===== src/rtl/mem_cycle_seq_pkg.sv =====
// Shared types for the external-memory bus sequencer: access kinds, FSM states
// and a small sizing helper for the wait counter.
package opcodes;

  typedef enum logic [1:0] {
    MemFetch = 2'd0,
    MemLoad  = 2'd1,
    MemStore = 2'd2
  } mem_kind_t;

  typedef enum logic [2:0] {
    MsIdle,
    MsAddr,
    MsAccess,
    MsStrobe,
    MsLatch,
    MsSetup,
    MsWrite,
    MsRecover
  } mem_state_t;

  function automatic int max3(input int a, input int b, input int c);
    int m;
    m = (a > b) ? a : b;
    return (m > c) ? m : c;
  endfunction

endpackage


===== src/rtl/mem_wait_counter.sv =====
// Loadable down-counter with zero flag; saturates at zero. Paces address setup,
// wait states and the nWait timeout of the memory sequencer.
module mem_wait_counter #(
  parameter int W = 4
) (
  input  logic         clk_i,
  input  logic         rst_ni,
  input  logic         load_i,
  input  logic [W-1:0] val_i,
  output logic         zero_o
);

  logic [W-1:0] cnt_q, cnt_d;

  always_comb begin
    cnt_d = cnt_q;
    if (load_i) begin
      cnt_d = val_i;
    end else if (cnt_q != '0) begin
      cnt_d = cnt_q - 1'b1;
    end
  end

  always_ff @(posedge clk_i or negedge rst_ni) begin
    if (!rst_ni) begin
      cnt_q <= '0;
    end else begin
      cnt_q <= cnt_d;
    end
  end

  assign zero_o = (cnt_q == '0);

endmodule


===== src/rtl/mem_cycle_seq.sv =====
// External-memory bus sequencer: fetch/load/store cycles with address setup and
// wait-state stretching. Optional nWait handshake with timeout via MEM_CYCLE_SEQ_WAIT_EN.
module mem_cycle_seq
  import opcodes::*;
#(
  parameter int ADDR_SETUP  = 1,
  parameter int WAIT_STATES = 0,
  parameter int TIMEOUT     = 63
) (
  input  logic      Clock,
  input  logic      nReset,
  input  logic      ReqValid,
  input  mem_kind_t ReqKind,
  output logic      ReqReady,
  output logic      Done,
  output logic      Error,
  output logic      PcEn,
  output logic      AluEn,
  output logic      IrWe,
  output logic      RegWe,
  output logic      ALE,
  output logic      nME,
  output logic      nOE,
  output logic      nWE,
  output logic      ENB,
`ifdef MEM_CYCLE_SEQ_WAIT_EN
  input  logic      nWait,
`endif
  output logic      MemEn
);

  localparam int CNT_MAX = max3(ADDR_SETUP, WAIT_STATES + 1, TIMEOUT);
  localparam int CW      = $clog2(CNT_MAX + 1);
  // Counter holds "remaining cycles after this one", so load N-1 for an N-cycle state.
  localparam logic [CW-1:0] SETUP_LD = CW'(ADDR_SETUP - 1);
  localparam logic [CW-1:0] WAIT_LD  = CW'(WAIT_STATES);

  mem_state_t    state_q, state_d;
  mem_kind_t     kind_q, kind_d;
  logic          cnt_load, cnt_zero;
  logic [CW-1:0] cnt_val;
  logic          err_flag;

`ifdef MEM_CYCLE_SEQ_WAIT_EN
  localparam logic [CW-1:0] TO_LD = CW'(TIMEOUT - 1);
  logic ext_q, ext_d, err_q, err_d;
  assign err_flag = err_q;
`else
  assign err_flag = 1'b0;
`endif

  mem_wait_counter #(.W(CW)) u_cnt (
    .clk_i  (Clock),
    .rst_ni (nReset),
    .load_i (cnt_load),
    .val_i  (cnt_val),
    .zero_o (cnt_zero)
  );

  always_ff @(posedge Clock or negedge nReset) begin
    if (!nReset) begin
      state_q <= MsIdle;
      kind_q  <= MemFetch;
`ifdef MEM_CYCLE_SEQ_WAIT_EN
      ext_q   <= 1'b0;
      err_q   <= 1'b0;
`endif
    end else begin
      state_q <= state_d;
      kind_q  <= kind_d;
`ifdef MEM_CYCLE_SEQ_WAIT_EN
      ext_q   <= ext_d;
      err_q   <= err_d;
`endif
    end
  end

  always_comb begin
    state_d  = state_q;
    kind_d   = kind_q;
    cnt_load = 1'b0;
    cnt_val  = '0;
`ifdef MEM_CYCLE_SEQ_WAIT_EN
    ext_d    = ext_q;
    err_d    = err_q;
`endif
    case (state_q)
      MsIdle: begin
`ifdef MEM_CYCLE_SEQ_WAIT_EN
        err_d = 1'b0;
`endif
        if (ReqValid) begin
          kind_d   = ReqKind;
          state_d  = MsAddr;
          cnt_load = 1'b1;
          cnt_val  = SETUP_LD;
        end
      end
      MsAddr: begin
        if (cnt_zero) begin
          cnt_load = 1'b1;
          if (kind_q == MemStore) begin
            state_d = MsSetup;
          end else begin
            state_d = MsAccess;
            cnt_val = WAIT_LD;
          end
        end
      end
      MsSetup: begin
        state_d  = MsWrite;
        cnt_load = 1'b1;
        cnt_val  = WAIT_LD;
      end
      MsAccess, MsWrite: begin
`ifdef MEM_CYCLE_SEQ_WAIT_EN
        // Once extending, the counter times out the nWait stall instead of wait states.
        if (ext_q || cnt_zero) begin
          if (nWait) begin
            state_d = (state_q == MsAccess) ? MsStrobe : MsRecover;
            ext_d   = 1'b0;
          end else if (!ext_q) begin
            ext_d    = 1'b1;
            cnt_load = 1'b1;
            cnt_val  = TO_LD;
          end else if (cnt_zero) begin
            state_d = (state_q == MsAccess) ? MsLatch : MsRecover;
            ext_d   = 1'b0;
            err_d   = 1'b1;
          end
        end
`else
        if (cnt_zero) begin
          state_d = (state_q == MsAccess) ? MsStrobe : MsRecover;
        end
`endif
      end
      MsStrobe:            state_d = MsLatch;
      MsLatch, MsRecover:  state_d = MsIdle;
      default:             state_d = MsIdle;
    endcase
  end

  always_comb begin
    ReqReady = 1'b0;
    Done     = 1'b0;
    Error    = 1'b0;
    PcEn     = 1'b0;
    AluEn    = 1'b0;
    IrWe     = 1'b0;
    RegWe    = 1'b0;
    ALE      = 1'b0;
    nME      = 1'b1;
    nOE      = 1'b1;
    nWE      = 1'b1;
    ENB      = 1'b0;
    MemEn    = 1'b0;
    case (state_q)
      MsIdle: ReqReady = 1'b1;
      MsAddr: begin
        ALE   = 1'b1;
        PcEn  = (kind_q == MemFetch);
        AluEn = (kind_q != MemFetch);
      end
      MsAccess: begin
        nME   = 1'b0;
        nOE   = 1'b0;
        MemEn = 1'b1;
      end
      MsStrobe: begin
        nME   = 1'b0;
        nOE   = 1'b0;
        MemEn = 1'b1;
        ENB   = 1'b1;
      end
      MsLatch: begin
        MemEn = 1'b1;
        IrWe  = (kind_q == MemFetch) && !err_flag;
        RegWe = (kind_q == MemLoad) && !err_flag;
        Done  = 1'b1;
        Error = err_flag;
      end
      MsSetup: begin
        nME   = 1'b0;
        AluEn = 1'b1;
      end
      MsWrite: begin
        nME   = 1'b0;
        nWE   = 1'b0;
        AluEn = 1'b1;
      end
      MsRecover: begin
        AluEn = 1'b1;
        Done  = 1'b1;
        Error = err_flag;
      end
      default: ;
    endcase
  end

endmodule


===== config.mk =====
export PLATFORM = sky130hd
export DESIGN_NAME = mem_cycle_seq
export DESIGN_NICKNAME = d
export VERILOG_FILES = /design/src/rtl/mem_cycle_seq_pkg.sv /design/src/rtl/mem_wait_counter.sv /design/src/rtl/mem_cycle_seq.sv
export SDC_FILE = /design/constraint.sdc
export NUM_CORES = 1
export LEC_CHECK = 0
export CORE_MARGIN = 10
export CORE_UTILIZATION = 35
export CTS_CLUSTER_SIZE = 14
export DETAILED_ROUTE_END_ITERATION = 10
export PLACE_DENSITY = 0.63
export RECOVER_POWER = 25
export SLEW_MARGIN = 20
export SYNTH_ARGS = -nofsm -noshare
export SYNTH_HDL_FRONTEND = slang
export SYNTH_SLANG_ARGS = --single-unit

===== constraint.sdc =====
create_clock -name Clock -period 2.2 [get_ports Clock]
set_clock_uncertainty 0.1 [all_clocks]
set_input_delay 0.66 -clock Clock [delete_from_list [all_inputs] [get_ports Clock]]
set_output_delay 0.66 -clock Clock [all_outputs]
set_load 0.01 [all_outputs]

==> summary.md, run 1 <==
| Metric | Value |
|---|---|
| Status | `finished, final reports clean` |
| Max Buffers Root-to-Sink | `2` |
| Via count | `688` |
| Share of cells above drive strength 1 | `0.252` |
| DRT Pass-1 Iters | `4` |
| Req. time, crit path | `1440 ps` |
| H-tree depth | `1` |
| Leakage power | `0.453 nW` |
| Critical path capture point type | `output port` |
| Clock root cell | `clkbuf_4` |
| Async SR Flop Fraction | `1.00` |
| Post-Synth XOR/XNOR Area | `0.0114` |
| Power Density | `1500 nW/um^2` |
| Simple-Gate Fraction of Synth Area | `0.306` |
| Slew Limit Fails | `0` |
| Multi-input logic area | `443 sq um` |
| Layout area overhead | `29.1%` |
| Synth Net Count | `92` |
| Antenna diodes | `0` |
| Syn. warnings | `0` |
| Routed WL per cell | `14.4 um` |
| Sink Count | `11` |
| Largest stage delay, worst path | `450 ps` |
| Post-route ant nets | `0` |
| Slowest cell on the critical path | `dfrtp_2` |
| I/O Buffers | `16` |
| Register area share after synthesis | `0.358` |
| Final Hold Fails | `0` |
| Min Tclk post-route | `2120 ps` |
| Most frequent cells in the layout | `dfrtp_1 (9), nand2_1 (8), a21oi_1 (8), dlygate4sd2_1 (8), inv_1 (6)` |
| Seq. cell area | `278 sq um` |
| # fillers | `206` |
| Pre-CTS setup slack | `2.01 ps` |
| Post-Route WL | `1940 um` |
| Final core occ | `0.491` |
| CTS Buf Count | `3` |
| Detailed Route Iter0 Violations | `34` |
| Clk slew on worst S/H paths | `60 ps` |
| CTS tree | `built` |
| Tcrit/Tclk final | `0.966` |
| Adder-Cell Fraction of Synth Area | `0.0325` |
| Post-synth top flop | `dfrtp_1` |
| Fmax | `471 MHz` |
| Die ar. | `4470 sq um` |
| Mapped Area | `769 sq um` |
| RSZ-0062 raised after global routing | `no` |
| Worst Setup Start Kind | `flop` |
| Vias per std cell | `5.13` |
| Post-Synthesis Cells | `85` |
| Post-synthesis register bit count | `11` |
| Worst-margin pin slew | `506 ps` |
| Antenna violations before repair | `0` |
| GPL Wtd Cong | `0.883` |
| First-pass GRT wire length | `3120 um` |
| Crit path setup slack, layout | `75.4 ps` |
| Largest net degree at the start of global routing | `12` |
| Number of I/O pins | `18` |
| Post-synthesis compound-gate area fraction | `0.189` |
| Core ar. | `2020 sq um` |
| CTS Hold Buffers Added | `0` |
| Leading cell type in the layout, fill and taps excluded | `dfrtp_1` |
| Starting Density | `0.381` |
| HP Class | `flop to flop` |
| Critical path type | `flop to output port` |
| CP Data Arrival Time | `1360 ps` |
| DP HPWL | `1500 um` |
| Mux cell area share after synthesis | `0.0293` |
| Max Cap Viol | `0` |
| Clk_lat worst skew | `260 ps` |
| Vias in the first global route | `662` |
| Height of the die | `66.9 um` |
| Main combinational cell family by area after synthesis | `simple AND/OR/NAND/NOR gates` |
| # DRC | `0` |
| Post-synthesis cell type count | `37` |
| Layout Nets | `115` |
| VDD IR max | `0.738 mV` |
| Worst-path cell chain | `nor2_1, nand2_1, nor3_1, dlygate4sd2_1` |
| Relative slew slack | `0.662` |
| Tot GR Track Use | `0.0897` |
| Global route overflow | `0` |
| Setup Viol. Count Final | `0` |
| Die width | `66.9 um` |
| Post-synth EDFFs | `0` |
| Final TNS setup | `0 ps` |
| Syn Area/Cell | `9.05 sq um` |
| Crit-path max FO | `6` |
| Site row count | `16` |
cell families after synthesis:
family	Yosys count
buffers and inverters	11
AO/OA/AOI/OAI	21
AND/OR/NAND/NOR	36
XOR/XNOR	1
other	1
multiplexers	2
flip-flops	11
adder cells (fa/ha/maj)	2
per-layer routing:
metal	global-route usage	vias to the layer above	routed length [um]
met5	0	-	0
met4	0.0231	0	10
met3	0.0435	2	139
met2	0.150	15	964
met1	0.0987	322	821
li1	-	349	-
worst max-delay path: cells and delay by family, from the launching register on:
family | cells | cell delay, ps
flip-flops | 1 | 450
AND/OR/NAND/NOR | 3 | 370
buffers and inverters | 1 | 290
power by group:
part	switching (mW)	total (mW)	leakage, nW	internal [mW]
clock network	0.0653	0.135	0.0150	0.0701
registers	0.125	0.421	0.136	0.296
logic	0.495	0.935	0.302	0.440
total	0.684	1.49	0.453	0.807
repair_timing:
item / in CTS / in global routing
endpoints found under the setup margin: 12 / 5
setup buffers: 1 / 0
hold endpoints to repair: 0 / 0
gates resized for setup: 19 / 9
pin swaps: 0 / 0
cloned: 0 / 0
sequential cells by signal, summed over array words and instances, names as in the netlist:
name and flops:
u_cnt.cnt_q 6, state_q 3, kind_q 2
stage by stage:
step / hold slack, ps / power, mW / area (sq um) / cells
floorplan: 264 / 1.04 / 769 / 85
finish: 501 / 1.49 / 993 / 134
global placement: 467 / 1.38 / 977 / 129
detailed placement: 486 / 1.40 / 977 / 129
CTS: 499 / 1.51 / 1010 / 134
global route: 535 / 1.64 / 993 / 134
path summary, 6_finish.rpt:
| check | cells after the start | to | slack (ps) | startpoint |
|---|---|---|---|---|
| max | 4 | IrWe | 80 | state_q[1] |
| min | 2 | u_cnt.cnt_q[0] | 500 | u_cnt.cnt_q[0] |
| max reg2reg | 5 | state_q[2] | 520 | u_cnt.cnt_q[0] |
| min reg2reg | 2 | u_cnt.cnt_q[0] | 500 | u_cnt.cnt_q[0] |
| max in group asynchronous | 1 | state_q[1] | 930 | nReset |
| min in group asynchronous | 1 | u_cnt.cnt_q[3] | 700 | nReset |
area by class of cell:
cell class                 instances  area share
multi-input combinational         63       0.446
sequential                        11       0.280
timing repair buffer              23       0.191
tap                               27      0.0340
clock buffer                       4      0.0264
inverter                           6      0.0227
cells in the mapped netlist (2+ instances only):
| master | n | area, sq um |
|---|---|---|
| o221ai_1 | 2 | 17.5 |
| nand2_1 | 8 | 30.0 |
| nand4_1 | 3 | 18.8 |
| and3_1 | 3 | 18.8 |
| mux2_2 | 2 | 22.5 |
| ha_1 | 2 | 25.0 |
| nor3_1 | 3 | 15.0 |
| inv_1 | 6 | 22.5 |
| dfrtp_1 | 11 | 275 |
| nor2_1 | 4 | 15.0 |
| nor2b_1 | 3 | 18.8 |
| clkbuf_1 | 2 | 7.51 |
| nand2b_1 | 2 | 12.5 |
| a21oi_1 | 8 | 40.0 |
| o21ai_0 | 2 | 10.0 |
| o31ai_1 | 3 | 22.5 |
Note: power is estimated with default switching activity, not from simulation.
==> inputs of run 2 (changes only) <==
CTS_CLUSTER_SIZE = unset   (was 14)
clock period = 2.5 ns   (was 2.2 ns; I/O delays follow)
==> run 2 against run 1 <==
Net effect:
- worst setup slack got worse by 14 ps
- clock-buffer cell count did not move
- total power fell by 12%
- register-to-register slack improved by 330 ps
- via count fell by 0.44%
- largest power group unchanged
- largest cell class unchanged
- non-clock buffer count fell by 3
- cell count fell by 2.2%
- global-route usage fell by 0.70 points
- flip-flop and latch count did not move
==> summary.md, run 2 (same netlist as run 1, synthesis figures left out) <==
| Metric | Value |
|---|---|
| Critical path depth in cells | `3 (-1)` |
| Crit path setup slack, layout | `61.3 ps (-14.1 ps)` |
| Max Buffers Root-to-Sink | `2 (unchanged)` |
| Starting Density | `0.381 (unchanged)` |
| Max Cap Viol | `0 (unchanged)` |
| Layout area overhead | `28.8%` |
| Final TNS setup | `0 ps (unchanged)` |
| Post-Route WL | `1830 um (-5.6%)` |
| Power Density | `1320 nW/um^2 (-12%)` |
| Leading cell type in the layout, fill and taps excluded | `dfrtp_1` |
| Clk slew on worst S/H paths | `70 ps (about the same)` |
| HP Class | `flop to flop` |
| Pre-CTS setup slack | `197 ps (+195 ps)` |
| First-pass GRT wire length | `2920 um (-6.4%)` |
| Crit-path max FO | `9 (+3)` |
| Layout Nets | `112 (-2.6%)` |
| CTS Buf Count | `3 (unchanged)` |
| Worst Setup Start Kind | `flop` |
| Via count | `685 (-0.44%)` |
| Final core occ | `0.490 (-0.00124)` |
| Tot GR Track Use | `0.0827 (-0.00700)` |
| Req. time, crit path | `1650 ps (+210 ps)` |
| Core ar. | `2020 sq um (unchanged)` |
| Largest regs | `u_cnt.cnt_q (6), state_q (3), kind_q (2)` |
| Leakage power | `0.444 nW (-1.9%)` |
| CP top delay family | `buffers and inverters` |
| Detailed Route Iter0 Violations | `15 (-56%)` |
| Die width | `66.9 um (unchanged)` |
| RSZ-0062 raised after global routing | `no` |
| Fmax | `410 MHz` |
| # fillers | `196 (-4.9%)` |
| Slew Limit Fails | `0 (unchanged)` |
| Largest stage delay, worst path | `570 ps (+120 ps)` |
| Worst reg2reg path depth | `5 (unchanged)` |
| H-tree depth | `1 (unchanged)` |
| Finished Layout Cells | `131 (-2.2%)` |
| Most frequent cells in the layout | `dfrtp_1 (9), nand2_1 (8), a21oi_1 (8), clkdlybuf4s50_1 (8)` |
| Dpl cells | `126 (-2.3%)` |
| Vias in the first global route | `654 (-1.2%)` |
| Critical path capture point type | `output port` |
| Share of cells above drive strength 1 | `0.192 (-0.0600)` |
| Register name with the most flops | `u_cnt.cnt_q` |
| Max FFs per register | `6 (unchanged)` |
| Placed Area | `955 sq um (-2.3%)` |
| Routed WL per cell | `13.9 um (-3.4%)` |
| # DRC | `0 (unchanged)` |
| Relative slew slack | `0.654 (-0.00787)` |
| I/O Buffers | `16 (unchanged)` |
| Min Tclk post-route | `2440 ps` |
| CTS tree | `built` |
| VDD IR max | `0.657 mV (-11%)` |
| Global route overflow | `0 (unchanged)` |
| Clk_lat worst skew | `270 ps (about the same)` |
| Height of the die | `66.9 um (unchanged)` |
| Largest net degree at the start of global routing | `12 (unchanged)` |
| Seq. cell area | `278 sq um (unchanged)` |
| CTS Hold Buffers Added | `0 (unchanged)` |
| Slowest cell on the critical path | `clkdlybuf4s50_1` |
| Multi-input logic area | `440 sq um (-0.57%)` |
| Vias per std cell | `5.23 (+1.8%)` |
| Tcrit/Tclk final | `0.975` |
| Worst-path cell chain | `buf_4, nor3_1, clkdlybuf4s50_1` |
| Final Hold Fails | `0 (unchanged)` |
| WHS Path Cells | `2 (unchanged)` |
| Clock root cell | `clkbuf_4` |
| DRT Pass-1 Iters | `4 (unchanged)` |
| CP Data Arrival Time | `1590 ps (+230 ps)` |
| WP buf/inv | `2 (+1)` |
| Die ar. | `4470 sq um (unchanged)` |
| Antenna diodes | `0 (unchanged)` |
| DP HPWL | `1410 um (-6.0%)` |
| Reg2reg setup slack | `850 ps (+330 ps)` |
| Critical path type | `flop to output port` |
| Antenna violations before repair | `0 (unchanged)` |
| Sink Count | `11 (unchanged)` |
| GPL Wtd Cong | `0.854 (-3.3%)` |
| Worst-margin pin slew | `518 ps (+11.8 ps)` |
| Setup Viol. Count Final | `0 (unchanged)` |
| Site row count | `16 (unchanged)` |
| Number of I/O pins | `18 (unchanged)` |
| Final Instance Area | `991 sq um (-0.25%)` |
| Status | `finished, final reports clean` |
| Post-route ant nets | `0 (unchanged)` |
## run 2: final timing paths
kind                           startpoint             end
min reg2reg                u_cnt.cnt_q[5]  u_cnt.cnt_q[5]
min in group asynchronous          nReset  u_cnt.cnt_q[3]
max reg2reg                u_cnt.cnt_q[0]      state_q[0]
min                        u_cnt.cnt_q[5]  u_cnt.cnt_q[5]
max                            state_q[0]        ReqReady
max in group asynchronous          nReset      state_q[1]
## run 2: routing by layer
layer  track usage  vias to the layer above  routed length, um
li1              -                      345                  -
met1        0.0866                      325                792
met2         0.141                       13                909
met3        0.0452                        2                114
met4        0.0205                        0                 10
met5             0                        -                  0
## run 2: power by group
part	internal (mW)	switching (mW)
sequential	0.260	0.112
combinational	0.391	0.420
clock	0.0617	0.0596
## run 2: timing repair
action | in CTS | in global routing
setup endpoints to repair | 10 | 6
setup buffers | 0 | 1
resized for setup | 8 | 3
## run 2: area by class of cell
cell class | count | share of cell area
Clock buffer | 4 | 0.0265
Inverter | 6 | 0.0227
Multi-Input combinational cell | 63 | 0.444
Sequential cell | 11 | 0.280
Tap cell | 27 | 0.0341
Timing Repair Buffer | 20 | 0.192
## run 2: worst register-to-register path: cells and delay by family, from the launching register on
kind | cells | cell delay (ps)
fa+ha+maj | 1 | 190
flops | 1 | 420
simple gates | 2 | 580
compound gates | 1 | 100
buf+inv | 1 | 140
## run 2: through the flow
step,hold WS (ps),power (mW)
after CTS,490,1.31
after detailed placement,480,1.19
after floorplan,354,0.914
after global routing,507,1.43
final,486,1.31
after global placement,467,1.18
